--- config.mk ---
export PLATFORM = sky130hd
export DESIGN_NAME = miyajiro_mem_arbiter
export DESIGN_NICKNAME = d
export VERILOG_FILES = /design/src/rtl/miyajiro_mem_arbiter.sv
export SDC_FILE = /design/constraint.sdc
export NUM_CORES = 1
export LEC_CHECK = 0
export CAP_MARGIN = 0
export CORE_AREA = 2 2 105 107
export DETAILED_ROUTE_END_ITERATION = 8
export DIE_AREA = 0 0 107 109
export GPL_ROUTABILITY_DRIVEN = 0
export PLACE_DENSITY = 0.59
export SYNTH_ARGS = -nofsm -noshare
export SYNTH_HDL_FRONTEND = slang
export SYNTH_SLANG_ARGS = --single-unit
--- constraint.sdc ---
create_clock -name clk -period 3.6 [get_ports clk]
set_input_delay 0.72 -clock clk [delete_from_list [all_inputs] [get_ports clk]]
set_output_delay 0.72 -clock clk [all_outputs]
set_load 0.02 [all_outputs]
--- src/rtl/miyajiro_mem_arbiter.sv ---
// Round-robin arbiter sharing one synchronous-read memory port between
// instruction fetch and load/store, with one fixed-latency transaction in flight.
module miyajiro_mem_arbiter #(
    parameter int ADDR_W      = 32,
    parameter int DATA_W      = 32,
    parameter int MEM_LATENCY = 1
) (
    input  logic                clk,
    input  logic                reset,
    input  logic                if_req_valid,
    output logic                if_req_ready,
    input  logic [ADDR_W-1:0]   if_req_addr,
    output logic                if_resp_valid,
    output logic [DATA_W-1:0]   if_resp_data,
    input  logic                d_req_valid,
    output logic                d_req_ready,
    input  logic                d_req_we,
    input  logic [ADDR_W-1:0]   d_req_addr,
    input  logic [DATA_W-1:0]   d_req_wdata,
    input  logic [DATA_W/8-1:0] d_req_wstrb,
    output logic                d_resp_valid,
    output logic [DATA_W-1:0]   d_resp_data,
    output logic                mem_en,
    output logic [DATA_W/8-1:0] mem_we,
    output logic [ADDR_W-1:0]   mem_addr,
    output logic [DATA_W-1:0]   mem_wdata,
    input  logic [DATA_W-1:0]   mem_rdata
);

    localparam logic [2:0] LAT = 3'(MEM_LATENCY);

    typedef enum logic {S_IDLE, S_BUSY} state_t;

    state_t     r_state;
    state_t     w_nextState;
    logic [2:0] r_cnt;
    logic       r_owner;
    logic       r_rr;
    logic       r_isStore;

    logic w_grantData;
    logic w_grantIf;
    logic w_accept;
    logic w_respCycle;

    // owner/rr encoding: 0 = fetch, 1 = data; rr remembers the last winner
    assign w_grantData = d_req_valid && (!if_req_valid || !r_rr);
    assign w_grantIf   = if_req_valid && !w_grantData;
    assign w_accept    = !reset && (r_state == S_IDLE) && (if_req_valid || d_req_valid);
    assign w_respCycle = !reset && (r_state == S_BUSY) && (r_cnt == 3'd1);

    always_ff @(posedge clk) begin
        if (reset) begin
            r_state   <= S_IDLE;
            r_cnt     <= 3'd0;
            r_owner   <= 1'b0;
            r_rr      <= 1'b1;
            r_isStore <= 1'b0;
        end else begin
            r_state <= w_nextState;
            if (w_accept) begin
                r_cnt     <= LAT;
                r_owner   <= w_grantData;
                r_rr      <= w_grantData;
                r_isStore <= w_grantData && d_req_we;
            end else if (r_state == S_BUSY) begin
                r_cnt <= r_cnt - 3'd1;
            end
        end
    end

    always_comb begin
        w_nextState = r_state;
        case (r_state)
            S_IDLE:  if (w_accept) w_nextState = S_BUSY;
            S_BUSY:  if (r_cnt == 3'd1) w_nextState = S_IDLE;
            default: w_nextState = S_IDLE;
        endcase
    end

    always_comb begin
        if_req_ready  = 1'b0;
        d_req_ready   = 1'b0;
        if_resp_valid = 1'b0;
        if_resp_data  = '0;
        d_resp_valid  = 1'b0;
        d_resp_data   = '0;
        mem_en        = 1'b0;
        mem_we        = '0;
        mem_addr      = '0;
        mem_wdata     = '0;
        if (w_accept) begin
            if_req_ready = w_grantIf;
            d_req_ready  = w_grantData;
            mem_en       = 1'b1;
            if (w_grantData) begin
                mem_addr  = d_req_addr;
                mem_wdata = d_req_wdata;
                if (d_req_we) mem_we = d_req_wstrb;
            end else begin
                mem_addr = if_req_addr;
            end
        end
        // Response is returned in the last wait cycle, straight from the memory port
        if (w_respCycle) begin
            if (r_owner) begin
                d_resp_valid = 1'b1;
                if (!r_isStore) d_resp_data = mem_rdata;
            end else begin
                if_resp_valid = 1'b1;
                if_resp_data  = mem_rdata;
            end
        end
    end

endmodule

# Word-level counts from Yosys, hierarchy flattened

Index checks and enable logic that the tools add are counted.
W data, S select, Z words.

Register bits: 7
Input port bits: 137
Word-level logic and storage cells: 47

Add/subtract/negate cells: 1
Equal/unequal tests: 1
Multiplexer cells: 23
Bitwise logic cells: 1
Reductions and logical operators: 15

Operator list:

| operator              | count |
|---|---|
| $mux W32              | 9 |
| $mux W4               | 3 |
| $mux W1               | 10 |
| $logic_and A1 B1 Y1   | 7 |
| $logic_not A1 Y1      | 4 |
| $eq A3 B1 Y1 const B  | 1 |
| $sub A3 B1 Y3 const B | 1 |
| $logic_or A1 B1 Y1    | 2 |
| $pmux W1 S2           | 1 |
| $reduce_bool A2 Y1    | 1 |
| $reduce_or A2 Y1      | 1 |
| $not A1 Y1            | 1 |

# Logic depth before layout (Yosys ltp)

Gate-level depths: netlist of run 1.

Depth in word-level cells: 6
Mapped depth: 6

# Worst setup path after synthesis of run 1

Ideal clock, no wire load.

Path type: input -> output
Start: in d_req_valid
End: out mem_we[0]
Data arrival time: 1695 ps
Path slack: 1185 ps
Stages: 4
Buffers on the path: 1
Cells stage by stage: a21bo_2 > buf_4 > nor3_4 > and3_1

Cells in the longest elaborated chain, start to end: 3

Ends and longest elaborated chain:

| what                                                      | line   | RTL |
|---|---|---|
| from (decl)                                               | 15     | `input logic d_req_valid,` |
| $logic_and A1 B1 Y1 or $logic_or A1 B1 Y1 (tied branches) | 47, 49 |  |
| $mux W4 or $logic_and A1 B1 Y1 (tied branches)            | 96, 49 |  |
| $mux W4 *                                                 | 92     | `if (w_accept) begin` |
| to (decl)                                                 | 24     | `output logic [DATA_W/8-1:0] mem_we,` |

Mark *: on every way between the ends. The rest lies on a longest branch, timed or not.

# Worst setup path after layout of run 1

Start: in reset
End: out mem_wdata[19]

Cells in the longest elaborated chain, start to end: 4

Ends and longest elaborated chain:

| what                             | line | RTL |
|---|---|---|
| from (decl)                      | 9    | `input logic reset,` |
| $logic_not A1 Y1                 | 49   | `assign w_accept = !reset && (r_state == S_IDLE) && (if_req_valid \|\| d_req_valid);` |
| $logic_and A1 B1 Y1 (2 in a row) | 49   |  |
| $mux W32                         | 92   |  |
| to (decl)                        | 26   | `output logic [DATA_W-1:0] mem_wdata,` |

No other way between the ends.

==> flow_summary.ini, run 1 <==
[routing]
top_signal_layer_used = met4
dr.pass1.iters = 4
drt_iter0_drc = 150
drcViolationCount = 0
detail_route.wl_per_cell_um = 15.7
postRouteAntennaNets = 0
via_count = 2745
routed_wl_mm = 10.4
avgViaCountPerCell = 4.17
wl_met2_mm = 5.66
met3_wirelength_um = 991
drt-met1-wl_mm = 3.48

[synth]
synth_async_sr_flop_share = 0
syn-cell-area_sq_um = 1570
synth-seq-cells = 7
register_area_share_after_synthesis = 0.0895
post-synth-top-area-cell = and2_1
gate_count_of_the_mapped_netlist = 255
synth_flop_cell = dfxtp_1
synth.top_cells.by_area = and2_1 (26%), nand2_1 (16%), and3_1 (15%), a21oi_1 (10%), dfxtp_1 (9.0%)
yosysWarnings = 0
synthesis.nets = 394
post-synth-top-area-fraction = 0.256
synth_enable_flop_cells = 0
synthesis.area_per_instance_sq_um = 6.14
synth_cell_type_count = 29

[sta]
fin_crit_sh = 0.947
grt_setup_unrepaired = no
timing.final.setup_violations = 0
slew_of_the_pin_with_the_lowest_slew_margin_ns = 0.644
timing.final.max_slew_violations = 0
hold_violations = 0
post-route-min-period_ns = 3.41
max_slew_headroom_at_the_worst_pin = 0.569
setup-tns-final_ns = 0
final.setup_skew_ns = 0.00289
max_freq_mhz = 293

[outcome]
run_status = completed

[layout]
antenna_cells = 0
final_area_sq_um = 4550
drive_above_1_share = 0.0482
finish.utilization = 0.429
syn_to_final_growth_pct = 191
fin_nets = 659

[clock_network]
clock_sink_count = 7
cts.reportedPaths.clkPinSlew_ns = 0.04
tritoncts_clock_tree = yes
insertion_delay_ns = 0.23
cts-root-buf = clkbuf_8
clk_buf_depth = 2
htreeDepth = 1
post_cts.repair.setup_buffers = 0
cts_made_buffers = 3

[floorplanning]
placementRows = 38
die_area_sq_um = 11700
core_outline_area_sq_um = 10600
floorplan.initialDensity = 0.148
boundaryPins = 274
vertical_die_dimension_um = 109
die_width_um = 107

[grt]
vias_in_the_first_global_route = 2722
antenna_found_initial = 0
grt_max_degree = 39
global_router_s_overall_resource_usage = 0.157
grt_overflow = 0
grt_pass1_wl_mm = 14.3

[worst_setup_path]
path_class = input pin to output port
worst-path-buf-inv = 4
maximum_net_fanout_on_the_critical_path = 33
worst-endpoint-arrival_ns = 2.69
crit_path_top_delay_cell = clkdlybuf4s50_1
critical-path-top-delay-family = buffers and inverters
cp_data_required_time_ns = 2.88
critical_path.cell_chain = clkdlybuf4s50_1 -> buf_4 -> nor2_4 -> buf_4 -> and3_1 -> clkdlybuf4s50_1
worst_setup_path_start_kind = input pin
critPathCaptureType = output port
timing.critical_path.slowest_cell_delay_ns = 0.62
ff2ff_path_depth = 4
critical_path_depth = 6

[power]
vdd_ir_drop_max_uv = 106
leakage_nw = 1.87
power-per-cell-area_nw_per_um2 = 160

[place]
buffer_ports.inserted = 273
hpwlAfterDp_mm = 8.52
post_dp_cell_area_sq_um = 4480

[hold_path]
min_path_type = flip-flop to flip-flop
hold_path_depth = 1

[flow_run]
max_cap_viol_count = 0
## routing by layer
| metal | GRT usage | vias up |
|---|---|---|
| met1 | 0.148 | 1203 |
| met3 | 0.0466 | 10 |
| met2 | 0.320 | 162 |
| met4 | 0.0510 | 0 |
| li1 | - | 1370 |
| met5 | 0 | - |
## Yosys cell counts, drive strengths merged (2+ instances only)
master	count
nor2	3
and3	37
a21oi	32
and2	64
nand2	65
clkbuf	6
ha	2
nand2b	2
buf	17
inv	4
dfxtp	7
a31o	2
nor3	4
## flip-flops by register name, indices dropped and copies added, names as in the netlist
name       cells
r_isStore      1
r_rr           1
r_state        1
r_cnt          3
r_owner        1
## cells by family after synthesis
group,share of synthesized area
flops,0.0895
compound gates,0.164
simple gates,0.631
buf+inv,0.0943
xor+xnor,0.00560
fa+ha+maj,0.0160
## final timing paths
| path | startpoint | end | slack, ns |
|---|---|---|---|
| setup reg to reg | r_state$_SDFF_PP0_ | r_cnt[1]$_SDFFE_PP0P_ | 2.05 |
| hold / removal | r_cnt[0]$_SDFFE_PP0P_ | r_cnt[0]$_SDFFE_PP0P_ | 0.52 |
| setup / recovery | reset | mem_wdata[19] | 0.19 |
| hold reg to reg | r_cnt[0]$_SDFFE_PP0P_ | r_cnt[0]$_SDFFE_PP0P_ | 0.52 |
## timing repair
action | 4_1_cts | 5_1_grt
endpoints found under the setup margin | 0 | 33
gates resized for setup | 0 | 4
hold buffers | 0 | 0
## metrics by stage
| stage | worst slack [ns] | hold WS, ns | power (mW) | instances |
|---|---|---|---|---|
| 2_1_floorplan | 1.18 | 0.463 | 0.307 | 255 |
| 3_3_place_gp | 0.0460 | 0.491 | 0.612 | 654 |
| 3_5_place_dp | -0.0101 | 0.502 | 0.615 | 654 |
| 4_1_cts | 0.00287 | 0.514 | 0.733 | 658 |
| 5_1_grt | 0.0809 | 0.531 | 0.778 | 659 |
| 6_report | 0.189 | 0.519 | 0.730 | 659 |
## layout make-up
class / instances / area (sq um)
Inverter: 4 / 17.5
Clock buffer: 4 / 45.0
Multi-Input combinational cell: 222 / 1310
Sequential cell: 7 / 140
Tap cell: 140 / 175
Fill cell: 1044 / 6050
Timing Repair Buffer: 282 / 2870
## layout by cell type, fill, tap and decap left out, types with 2 or more instances in the layout
cell / n
dlymetal6s2s_1: 2
clkdlybuf4s50_1: 271
nor3_4: 3
a31o_2: 2
and3_1: 37
buf_4: 4
a21oi_1: 32
nor2_1: 2
nand2b_1: 2
buf_12: 5
and2_1: 64
nand2_1: 65
dfxtp_1: 7
o21ai_4: 2
inv_1: 3
ha_1: 2
clkbuf_8: 3
## where the power goes
group	internal (mW)	leakage, nW	switching (mW)
Sequential	0.0873	0.0579	0.0164
Combinational	0.287	1.79	0.227
Clock	0.0768	0.0228	0.0358
Total	0.451	1.87	0.279
No activity file was read; power rests on OpenSTA's default activity.
==> inputs of run 2 (changes only) <==
- clock period: 3.6 -> 4.2 ns (I/O delays scaled with it)
==> run 2 against run 1 <==
Global-route usage is essentially flat. Worst setup slack gained 0.086 ns. Clock power shrank 12%. Register-to-register slack gained 0.53 ns. Count of clock-buffer cells in the layout shrank 1. Wire length shrank 4.5%. First-iteration DRC count shrank 57%. Die area is the same. Combinational power shrank 18%. Highest routed layer unchanged.
==> flow_summary.ini, run 2 (same netlist as run 1, synthesis figures left out) <==
[outcome]
run_status = completed

[power]
share_clk_of_total_power = 0.162
vdd_ir_drop_max_uv = 81.5
leakage_nw = 1.82
internal_dissipation_mw = 0.376
p_sw_frac = 0.386
pwr-share-seq = 0.145
switchingPower_mw = 0.237
comb_power_share = 0.693
power-per-cell-area_nw_per_um2 = 137

[place]
post-place-ws_ns = 0.240
buffer_ports.inserted = 273
hpwlAfterDp_mm = 8.44

[clock_network]
clock_sink_count = 7
cts_made_buffers = 3
cts_resized = 0
tritoncts_clock_tree = yes
htreeDepth = 1
cts.reportedPaths.clkPinSlew_ns = 0.05
clk_buf_depth = 2
post_cts.repair.setup_buffers = 0
cts-root-buf = clkbuf_8
insertion_delay_ns = 0.24
holdBufCountCts = 0

[grt]
global_router_s_overall_resource_usage = 0.157
vias_in_the_first_global_route = 2797
grt_pass1_wl_mm = 14.3
antenna_found_initial = 0
grt_max_degree = 56
grt_overflow = 0

[sta]
hold_violations = 0
setup-tns-final_ns = 0
timing.hold.ws_ns = 0.519
final.setup_skew_ns = 0.00568
post-route-min-period_ns = 3.92
timing.final.setup_violations = 0
grt_setup_unrepaired = no
timing.final.max_slew_violations = 0
fin_crit_sh = 0.934
worst_slack_ns = 0.275
max_slew_headroom_at_the_worst_pin = 0.351
max_freq_mhz = 255
slew_of_the_pin_with_the_lowest_slew_margin_ns = 0.970

[routing]
drt_iter0_drc = 64
dr.pass1.iters = 4
detail_route.wl_per_cell_um = 15.1
drcViolationCount = 0
routed_wl_mm = 9.89
postRouteAntennaNets = 0
via_count = 2755
avgViaCountPerCell = 4.21

[flow_run]
max_cap_viol_count = 0

[worst_setup_path]
cp_data_required_time_ns = 3.36
path_class = input pin to output port
worst_r2r_startpoint = r_state$_SDFF_PP0_
worst_setup_path_start_kind = input pin
worst-endpoint-arrival_ns = 3.08
maximum_net_fanout_on_the_critical_path = 34
cp-startpoint = d_req_valid
critPathCaptureType = output port

[layout]
layout_commonest_cell = clkdlybuf4s50_1
largest_register_ffs = 3
mostFrequentLayoutCells = clkdlybuf4s50_1 (273), nand2_1 (65), and2_1 (64)
fin_nets = 655
syn_to_final_growth_pct = 185
largest-register = r_cnt
fillerInstances = 1075
drive_above_1_share = 0.0427
antenna_cells = 0

[hold_path]
worstHoldStart = r_cnt[0]$_SDFFE_PP0P_
min_path_type = flip-flop to flip-flop

[floorplanning]
placementRows = 38
core_outline_area_sq_um = 10600
vertical_die_dimension_um = 109
die_width_um = 107
floorplan.initialDensity = 0.148
boundaryPins = 274
die_area_sq_um = 11700
## run 2: power groups by stage
stage,clock (mW),combinational (mW),sequential [mW]
3_3_place_gp,0,0.423,0.0898
6_report,0.0993,0.424,0.0886
5_1_grt,0.103,0.456,0.0907
3_5_place_dp,0,0.427,0.0902
4_1_cts,0.0998,0.429,0.0889
2_1_floorplan,0,0.182,0.0813
## run 2: cell type report
class                   instances  area, sq um  area share
clock inverters                 1         5.00     0.00112
repair buffers                279         2790       0.626
clock buffers                   3         41.3     0.00927
flip-flops and latches          7          140      0.0315
well taps                     140          175      0.0393
multi-input cells             221         1280       0.288
inverters                       4         17.5     0.00393
## run 2: critical path, stage by stage
cell,delay [ns]
clkdlybuf4s50_1,0.57
a21bo_2,0.48
nor3_4,0.36
and3_1,0.22
clkdlybuf4s50_1,0.62
## run 2: stage by stage
stage / total power, mW / cells / cell area [sq um] / utilization
detailed placement: 0.517 / 651 / 4410 / 0.416
CTS: 0.618 / 655 / 4450 / 0.420
global placement: 0.512 / 651 / 4410 / 0.416
floorplan: 0.263 / 255 / 1570 / -
finish: 0.612 / 655 / 4450 / 0.420
global route: 0.650 / 655 / 4450 / 0.420
## run 2: per-layer routing
metal,routed length [um],global-route usage,vias up
met5,0,0,-
met4,327,0.0603,0
met3,880,0.0359,17
met2,5280,0.318,163
met1,3410,0.154,1219
li1,-,-,1356
## run 2: worst paths after layout
kind                           end  cells after the start  slack, ns
max                      mem_we[1]                      5       0.28
min          r_cnt[0]$_SDFFE_PP0P_                      1       0.52
max reg2reg  r_cnt[1]$_SDFFE_PP0P_                      4       2.58
min reg2reg  r_cnt[0]$_SDFFE_PP0P_                      1       0.52
==> inputs of run 3 (changes only) <==
- PLACE_DENSITY: 0.59 -> 0.65
==> run 3 against run 2 <==
Worst setup slack improved by 0.041 ns. Global-route usage fell by 2.0 points. Worst hold slack got worse by 0.0093 ns. First-iteration DRC count rose by 20%. Die area did not move. Combinational power fell by 1%. Total power fell by 1.8%. Core utilization barely moved. Critical endpoint is now mem_addr[29].
==> flow_summary.ini, run 3 (same netlist as run 1, synthesis figures left out) <==
[clock_network]
cts.reportedPaths.clkPinSlew_ns = 0.04
clock_sink_count = 7
post_cts.repair.setup_buffers = 0
cts_made_buffers = 3
holdBufCountCts = 0
insertion_delay_ns = 0.23
htreeDepth = 1
cts_resized = 0
cts-root-buf = clkbuf_8
clk_buf_depth = 2
tritoncts_clock_tree = yes

[power]
power.total_mw = 0.601
vdd_ir_drop_max_uv = 109
power-per-cell-area_nw_per_um2 = 135
switchingPower_mw = 0.224
comb_power_share = 0.697
internal_dissipation_mw = 0.377
pwr-share-seq = 0.148
leakage_nw = 1.82
share_clk_of_total_power = 0.155
p_sw_frac = 0.373

[sta]
post-route-min-period_ns = 3.88
max_slew_headroom_at_the_worst_pin = 0.362
worst_slack_ns = 0.316
timing.final.setup_violations = 0
slew_of_the_pin_with_the_lowest_slew_margin_ns = 0.953
timing.hold.ws_ns = 0.509
fin_crit_sh = 0.925
timing.final.max_slew_violations = 0
hold_violations = 0
setup-tns-final_ns = 0
grt_setup_unrepaired = no
final.setup_skew_ns = 0.00147
max_freq_mhz = 257

[worst_setup_path]
cp_data_required_time_ns = 3.36
worst-path-buf-inv = 2
critical-path-top-delay-family = buffers and inverters
critical_path_depth = 5
crit_path_top_delay_cell = a21bo_2
worst_case_register_to_register_setup_slack_ns = 2.58
cp-startpoint = if_req_valid
path_class = input pin to output port
worst_setup_path_start_kind = input pin
ff2ff_path_depth = 4
timing.critical_path.slowest_cell_delay_ns = 0.64
cpMostUsedCell = clkdlybuf4s50_1
worst-endpoint-arrival_ns = 3.04
critPathCaptureType = output port
critPathCapture = mem_addr[29]
maximum_net_fanout_on_the_critical_path = 34
critical_path.cell_chain = clkdlybuf4s50_1 -> a21bo_2 -> nand2_1 -> a21oi_1 -> clkdlybuf4s50_1
worst_r2r_startpoint = r_state$_SDFF_PP0_
regToRegEndpoint = r_cnt[1]$_SDFFE_PP0P_

[layout]
finish.utilization = 0.420
layout_commonest_cell = clkdlybuf4s50_1
largest-register = r_cnt
fillerInstances = 1056
drive_above_1_share = 0.0408
register_area_sq_um = 140
fin_nets = 655
largest_register_ffs = 3
multi_input_logic_area_sq_um = 1280
final_area_sq_um = 4450
syn_to_final_growth_pct = 184
mostFrequentLayoutCells = clkdlybuf4s50_1 (273), nand2_1 (65), and2_1 (64)
final_cells = 655
antenna_cells = 0

[routing]
via_count = 2702
drcViolationCount = 0
postRouteAntennaNets = 0
drt_iter0_drc = 77
dr.pass1.iters = 4
avgViaCountPerCell = 4.13
detail_route.wl_per_cell_um = 13.5
routed_wl_mm = 8.82

[floorplanning]
boundaryPins = 274
vertical_die_dimension_um = 109
floorplan.initialDensity = 0.148
die_area_sq_um = 11700
placementRows = 38
die_width_um = 107
core_outline_area_sq_um = 10600

[grt]
gr-usage-met1 = 0.135
grt_busiest_layer = met2
grt_pass1_wl_mm = 12.8
grt_util_met2 = 0.281
grt_max_degree = 65
groute.layer.met3.usage = 0.0418
grt_overflow = 0
antenna_found_initial = 0
global_router_s_overall_resource_usage = 0.138
vias_in_the_first_global_route = 2570

[place]
post_dp_cell_area_sq_um = 4410
placed_cells_incl_taps = 651
hpwlAfterDp_mm = 7.48
post-place-ws_ns = 0.297
buffer_ports.inserted = 273

[hold_path]
min_path_type = flip-flop to flip-flop
hold_path_depth = 1
worstHoldStart = r_cnt[0]$_SDFFE_PP0P_

[outcome]
run_status = completed

[flow_run]
max_cap_viol_count = 0
==> run 3: changes by cell type in the layout (fill, tap and decap cells not counted), sizes merged <==
cell | previous run | this run
clkbuf | 3 | 4
clkinv | 1 | 0
==> run 3: power groups by stage <==
| stage | Sequential [mW] | Combinational (mW) | Clock, mW |
|---|---|---|---|
| 6_report | 0.0887 | 0.419 | 0.0933 |
| 5_1_grt | 0.0899 | 0.451 | 0.0997 |
| 3_5_place_dp | 0.0899 | 0.421 | 0 |
| 3_3_place_gp | 0.0896 | 0.418 | 0 |
| 4_1_cts | 0.0888 | 0.423 | 0.0960 |
| 2_1_floorplan | 0.0813 | 0.182 | 0 |
==> run 3: per-layer routing <==
layer  part of all wire  routed length [um]  vias up
li1                   -                   -     1358
met1               0.34                3010     1176
met2               0.54                4770      160
met3               0.11                 943        8
met4              0.011                  95        0
met5                  0                   0        -
==> run 3: cell type report <==
cell class                      count  share of cell area
Multi-Input combinational cell    221               0.289
Inverter                            4             0.00393
Timing Repair Buffer              279               0.627
Clock buffer                        4              0.0101
Tap cell                          140              0.0393
Sequential cell                     7              0.0315
==> run 3: worst min-delay path by stage <==
stage / to / slack [ns]
after CTS: r_cnt[0]$_SDFFE_PP0P_ / 0.51
after global routing: r_cnt[0]$_SDFFE_PP0P_ / 0.53
after detailed placement: r_cnt[0]$_SDFFE_PP0P_ / 0.50
after global placement: r_cnt[0]$_SDFFE_PP0P_ / 0.51
final: r_cnt[0]$_SDFFE_PP0P_ / 0.51
after floorplan: r_cnt[0]$_SDFFE_PP0P_ / 0.46
